`config.mk`:
```
export PLATFORM = sky130hd
export DESIGN_NAME = pipe_mux_reg
export DESIGN_NICKNAME = d
export VERILOG_FILES = /design/src/rtl/pipe_mux_reg.sv
export SDC_FILE = /design/constraint.sdc
export NUM_CORES = 1
export LEC_CHECK = 0
export CORE_ASPECT_RATIO = 1.75
export CORE_MARGIN = 2
export CORE_UTILIZATION = 30
export CTS_BUF_LIST = sky130_fd_sc_hd__clkbuf_4 sky130_fd_sc_hd__clkbuf_8
export CTS_CLUSTER_DIAMETER = 40
export DETAILED_ROUTE_END_ITERATION = 8
export SLEW_MARGIN = 20
export SYNTH_ARGS = -nofsm -noshare
export SYNTH_HDL_FRONTEND = slang
export SYNTH_SLANG_ARGS = --single-unit
export TNS_END_PERCENT = 1
```
`constraint.sdc`:
```
create_clock -name clk -period 2.05 [get_ports clk]
set_clock_uncertainty 0.15 [all_clocks]
set_input_delay 0.41 -clock clk [delete_from_list [all_inputs] [get_ports clk]]
set_output_delay 0.41 -clock clk [all_outputs]
set_load 0.02 [all_outputs]
```
`src/rtl/pipe_mux_reg.sv`:
```
// N-way channel select feeding a 2-entry skid buffer.
// Registered in_ready; flush squashes all buffered beats.
module pipe_mux_reg #(
  parameter int WIDTH  = 64,
  parameter int NUM_IN = 4,
  parameter int SEL_W  = $clog2(NUM_IN)
) (
  input  logic                    clk,
  input  logic                    rst,
  input  logic [WIDTH*NUM_IN-1:0] in_data,
  input  logic [SEL_W-1:0]        sel,
  input  logic                    in_valid,
  output logic                    in_ready,
  input  logic                    flush,
  output logic [WIDTH-1:0]        out_data,
  output logic [SEL_W-1:0]        out_sel,
  output logic                    out_valid,
  input  logic                    out_ready,
  output logic                    sel_err
);

  typedef enum logic [1:0] {
    S_EMPTY,
    S_ONE,
    S_FULL
  } state_t;

  state_t           r_state;
  logic [WIDTH-1:0] r_main_data;
  logic [SEL_W-1:0] r_main_sel;
  logic [WIDTH-1:0] r_skid_data;
  logic [SEL_W-1:0] r_skid_sel;
  logic             r_out_valid;
  logic             r_in_ready;
  logic             r_sel_err;

  logic             w_acc;
  logic             w_emit;
  logic             w_sel_ok;
  logic [WIDTH-1:0] w_mux_data;
  logic [SEL_W-1:0] w_mux_sel;

  assign w_acc    = in_valid & r_in_ready;
  assign w_emit   = r_out_valid & out_ready;
  assign w_sel_ok = 32'(sel) < NUM_IN;

  // Illegal selects match no channel and fall back to channel 0.
  always_comb begin
    w_mux_data = in_data[WIDTH-1:0];
    for (int k = 1; k < NUM_IN; k++) begin
      if (sel == SEL_W'(k)) begin
        w_mux_data = in_data[k*WIDTH +: WIDTH];
      end
    end
    w_mux_sel = w_sel_ok ? sel : '0;
  end

  always_ff @(posedge clk) begin
    if (rst) begin
      r_state     <= S_EMPTY;
      r_main_data <= '0;
      r_main_sel  <= '0;
      r_skid_data <= '0;
      r_skid_sel  <= '0;
      r_out_valid <= 1'b0;
      r_in_ready  <= 1'b1;
      r_sel_err   <= 1'b0;
    end else begin
      // The error pulse fires even when flush discards the beat.
      r_sel_err <= w_acc & ~w_sel_ok;
      if (flush) begin
        r_state     <= S_EMPTY;
        r_out_valid <= 1'b0;
        r_in_ready  <= 1'b1;
      end else begin
        case (r_state)
          S_EMPTY: begin
            if (w_acc) begin
              r_main_data <= w_mux_data;
              r_main_sel  <= w_mux_sel;
              r_out_valid <= 1'b1;
              r_state     <= S_ONE;
            end
          end
          S_ONE: begin
            unique case (1'b1)
              w_acc & ~w_emit: begin
                r_skid_data <= w_mux_data;
                r_skid_sel  <= w_mux_sel;
                r_in_ready  <= 1'b0;
                r_state     <= S_FULL;
              end
              w_acc & w_emit: begin
                r_main_data <= w_mux_data;
                r_main_sel  <= w_mux_sel;
              end
              ~w_acc & w_emit: begin
                r_out_valid <= 1'b0;
                r_state     <= S_EMPTY;
              end
              default: begin
              end
            endcase
          end
          S_FULL: begin
            if (w_emit) begin
              r_main_data <= r_skid_data;
              r_main_sel  <= r_skid_sel;
              r_in_ready  <= 1'b1;
              r_state     <= S_ONE;
            end
          end
          default: begin
            r_out_valid <= 1'b0;
            r_in_ready  <= 1'b1;
            r_state     <= S_EMPTY;
          end
        endcase
      end
    end
  end

  assign in_ready  = r_in_ready;
  assign out_data  = r_main_data;
  assign out_sel   = r_main_sel;
  assign out_valid = r_out_valid;
  assign sel_err   = r_sel_err;

endmodule

```
# After elaboration in Yosys (flattened, before gate mapping)
# Index checks and enable logic that the tools add are counted.
# totals
input_bits,263
reg_bits,136
elab_cells,57
# op_classes
muxes,21
bitwise_logic,10
eq_ne,11
n_reduce_logical,8
# op_table
operator,n
64-bit 2-to-1 mux,6
64-bit one-hot mux with 3 select lines,1
2-bit one-hot mux with 3 select lines,2
3-bit AND reduction,4
2-bit 2-to-1 mux,5
2-bit inequality test (second input constant),5
2-bit == test (second input constant),3
1-bit one-hot mux with 3 select lines,2
1-bit bitwise AND,5
1-bit NOT,5
5-bit AND reduction,1
2-bit by 1-bit == test with 1-bit output (second input constant),2
1-bit 2-to-1 mux,4
2-bit one-hot mux with 2 select lines,1
3-bit inequality test (second input constant),1
3-bit nonzero test,1
2-bit logical NOT,1
2-bit OR reduction,1

# Logic depth before layout (Yosys ltp)
# depth
ltp_word,6
mapped_depth,9

# Worst setup path before layout
# No wires, ideal clock.
# synth_path
kind,register -> register
start,"register r_in_ready, in the netlist in_ready"
end,register r_skid_data[33]
n_path_buf,2
required_time_ns,1.768
arrival_time_ns,1.696
path_stages_with_launch,10
setup_ns,0.132
synth_period_minus_slack_ns,1.978
slack_ns,0.072
cell_sequence,dfxtp_1 > nand2_1 > inv_1 > ha_1 > nand2_1 > or3_1 > buf_2 > buf_1 > nand2_1 > a21oi_1
# synth_between
elab_chain_cells,3
# synth_rtl
item,line_no,source
from (decl),34,logic r_in_ready;
from (signal assigned),66,r_in_ready <= 1'b1;
from (signal assigned),74,r_in_ready <= 1'b1;
from (signal assigned),90,r_in_ready <= 1'b0;
1-bit bitwise AND,43,assign w_acc = in_valid & r_in_ready;
1-bit bitwise AND,87,w_acc & ~w_emit: begin
3-bit AND reduction (no source line),-,
to (signal assigned),88,r_skid_data <= w_mux_data;
to (decl),31,logic [WIDTH-1:0] r_skid_data;
# Every way passes these cells.
# A chain may end at the register's enable or synchronous reset.

# Worst setup path in the final report
# layout_path
start,input port out_ready
end,"register r_main_data[11], in the netlist out_data[11]"
# layout_between
elab_chain_cells,4
word_cells_on_any_way,5
classes_between,eq/ne (2); bitwise (2); reduce/logical (1)
# layout_rtl
item,line_no,source
from (decl),18,"input logic out_ready,"
1-bit bitwise AND *,44,assign w_emit = r_out_valid & out_ready;
1-bit bitwise AND,93,w_acc & w_emit: begin
2-bit inequality test (no source line),-,
5-bit AND reduction (no source line) *,-,
to (signal assigned),79,r_main_data <= w_mux_data;
to (signal assigned),94,r_main_data <= w_mux_data;
to (signal assigned),107,r_main_data <= r_skid_data;
to (decl),29,logic [WIDTH-1:0] r_main_data;
# Mark *: on every way between the ends. The rest lies on a longest branch, timed or not.

==> results.toml <==
[sta]
totalNegativeSetupSlack_ps = 0
timing_max_transition_violations_final = 0
rsz0062_at_grt = "false"
min_period_ps = 2010
setup_slack_ps = 38.8
final_hold_viol_count = 0
timing.final.crit_share_pct = 98.1
fmaxAchievable_mhz = 497
finalSetupViolations = 0

[logic_synthesis]
synthDistinctLibCells = 28
top_cell_type_s_share_of_synthesized_area_pct = 38.7
yosysWarnings = 0
postSynthNetCount = 1035
postSynthCellCount = 769
post_synth.cell_area_avg_sq_um = 9.15
synth.top_cells.by_area = "sky130_fd_sc_hd__dfxtp_1 39%, sky130_fd_sc_hd__mux4_2 20%, sky130_fd_sc_hd__nand2_1 14%"
seq_cells_post_synth = 136
netlist_area_sq_mm = 0.00704
synth_area_leader_cell = "sky130_fd_sc_hd__dfxtp_1"
yosysSeqAreaShare_pct = 38.7

[grt]
grt.met2_usage_pct = 36.6
first_global_vias = 6883
grt_use_total_pct = 18.6
remaining_overflow_grt = 0
antenna_found_initial = 1
use_met3_pct = 3.10
grt_most_used_layer = "met2"
grt_start_max_net_pins = 63
grt_first_pass_wirelength_mm = 36.2
global_route.usage.met1_pct = 19.6

[final_layout]
insertedDiodeCount = 0
core_util_final_pct = 49.8
fraction_of_layout_cells_with_a_size_suffix_above_1_pct = 16.3
fin_area_sq_mm = 0.0116
area_growth_pct = 64.4
final_nets = 1368
mostFrequentLayoutCell = "sky130_fd_sc_hd__clkdlybuf4s50_1"
most_used_cells_in_the_layout_excluding_fill_and_tap_cells = "317 x sky130_fd_sc_hd__clkdlybuf4s50_1, 268 x sky130_fd_sc_hd__nand2_1, 136 x sky130_fd_sc_hd__dfxtp_1"
fillerInstances = 2173

[placed_design]
pre_cts_slack_ps = -474
hpwl_detailed_mm = 18.0
gp_congestion = 0.894
io_buffer_count = 330
post_dp_cell_area_sq_mm = 0.0109

[setup_path]
worst-setup-path-type = "primary input to register"
worstPathRequired_ps = 2230
critical_path.max_fanout = 16
worst_ep_arrival_time_ps = 2190
timing.critical_path.from_type = "primary input"
worstSetupEndpointType = "register"

[power_and_ir_drop]
power_density_mw_per_mm2 = 626
finalPower_mw = 7.25
ir_drop_uv = 410
power.static_leakage_nw = 4.17

[cts]
tritoncts = "yes"
numCtsBuffers = 17
maximum_number_of_buffers_from_clock_root_to_sink = 2
quantity_of_hold_fixing_buffers_added_after_cts = 0
root_buffer = "sky130_fd_sc_hd__clkbuf_8"
clkLatencyLatePin_ps = 430
clk_pin_slew_worst_paths_ps = 80
cts_sinks = 136
htree_levels = 4

[die]
die_area_sq_mm = 0.0248
die_width_um = 120
coreArea_sq_mm = 0.0232
std_cell_rows = 74
initial_core_utilization_pct = 30.3
top_level_ports = 332
dieHeight_um = 207

[route]
drt.antenna.violating_nets = 0
route.detailed.drc = 0
route.final.wire_length_mm = 25.0
vias_per_inst = 4.93
drt_first_pass_iters = 4
route.vias.total = 6992
average_routed_wire_per_standard_cell_um = 17.7
detailedRoute.firstIterationViolations = 371

[run_status]
outcome = "complete, no violations"

[run]
max_cap_viols = 0

[min_path]
hold_path.class = "primary input to register"
## power breakdown
group          leakage [nW]  internal (mW)  total, mW  switching [mW]
registers              1.11           2.76       2.84          0.0733
clock network         0.228           1.57       2.64            1.07
logic                  2.84           1.05       1.77           0.720
total                  4.17           5.39       7.25            1.86
## state kept, by name, indices dropped and copies added, names as in the netlist
name         cells
out_data        64
out_valid        1
r_skid_data     64
r_state          2
in_ready         1
out_sel          2
r_skid_sel       2
## area by class of cell
cell class | instances | area (sq um) | share of cell area, %
well taps | 304 | 380 | 3.29
inverters | 3 | 11.3 | 0.0973
repair buffers | 388 | 4050 | 35.0
flip-flops and latches | 136 | 2720 | 23.5
multi-input cells | 556 | 3940 | 34.1
clock buffers | 18 | 241 | 2.09
clock inverters | 12 | 226 | 1.96
## worst max-delay path, stage by stage
cell	delay (ps)
sky130_fd_sc_hd__clkdlybuf4s50_1	480
sky130_fd_sc_hd__nand2_1	70
sky130_fd_sc_hd__inv_1	80
sky130_fd_sc_hd__ha_1	140
sky130_fd_sc_hd__nand3b_1	110
sky130_fd_sc_hd__a31oi_4	230
sky130_fd_sc_hd__buf_12	170
sky130_fd_sc_hd__buf_12	160
sky130_fd_sc_hd__nor2_1	60
sky130_fd_sc_hd__a311oi_1	270
## cell families (layout without fill, tap and decap cells)
group	Yosys count	in the layout	synth area share, %
DFF	136	136	38.7
buffers and inverters	77	421	5.62
AOI/OAI and AO/OA	140	140	15.6
muxes	64	64	20.5
adders and majority gates	3	3	0.533
other	1	1	0.0533
and+or+nand+nor	348	348	19.1
## stage by stage
step / instances / hold WS, ps
after global placement: 1379 / 292
after floorplan: 769 / 287
after detailed placement: 1379 / 297
after CTS: 1409 / 256
final: 1417 / 278
after global routing: 1417 / 282
## cell usage after synthesis
master / instances
sky130_fd_sc_hd__a21boi_0: 1
sky130_fd_sc_hd__a21o_1: 1
sky130_fd_sc_hd__a21oi_1: 69
sky130_fd_sc_hd__a311oi_1: 46
sky130_fd_sc_hd__a311oi_2: 20
sky130_fd_sc_hd__a31oi_1: 1
sky130_fd_sc_hd__a31oi_4: 1
sky130_fd_sc_hd__buf_1: 3
sky130_fd_sc_hd__buf_2: 34
sky130_fd_sc_hd__buf_4: 3
sky130_fd_sc_hd__buf_6: 7
sky130_fd_sc_hd__clkbuf_1: 27
sky130_fd_sc_hd__conb_1: 1
sky130_fd_sc_hd__dfxtp_1: 136
sky130_fd_sc_hd__ha_1: 3
sky130_fd_sc_hd__inv_1: 3
sky130_fd_sc_hd__mux4_2: 64
sky130_fd_sc_hd__nand2_1: 269
sky130_fd_sc_hd__nand2b_1: 1
sky130_fd_sc_hd__nand3b_1: 2
sky130_fd_sc_hd__nand4b_1: 1
sky130_fd_sc_hd__nand4bb_1: 1
sky130_fd_sc_hd__nor2_1: 67
sky130_fd_sc_hd__nor2b_1: 1
sky130_fd_sc_hd__nor3_1: 4
sky130_fd_sc_hd__nor4_1: 1
sky130_fd_sc_hd__o21ai_0: 1
sky130_fd_sc_hd__or3_1: 1
## worst paths after layout
path | startpoint | endpoint | slack, ps | cells after the start
min | rst | r_skid_data[63]$_SDFFE_PP0P_ | 280 | 2
max reg2reg | r_state[0]$_SDFFE_PP0P_ | out_data[11]$_SDFFE_PP0P_ | 160 | 6
max | out_ready | out_data[11]$_SDFFE_PP0P_ | 40 | 10
min reg2reg | r_skid_data[27]$_SDFFE_PP0P_ | r_skid_data[27]$_SDFFE_PP0P_ | 310 | 2
## layer usage
| layer | vias up | wire, um |
|---|---|---|
| met2 | 237 | 14400 |
| met5 | - | 16 |
| met4 | 2 | 474 |
| met1 | 3332 | 8910 |
| li1 | 3395 | - |
| met3 | 26 | 1210 |
## what timing repair did
action / 4_1_cts / 5_1_grt
resized for setup: 5 / 9
buffers inserted: 0 / 2
gates cloned: 0 / 6
endpoints found under the hold margin: 0 / 0
endpoints found under the setup margin: 7 / 104
pin swaps: 1 / 7
Power figures use the tool's default switching activity.
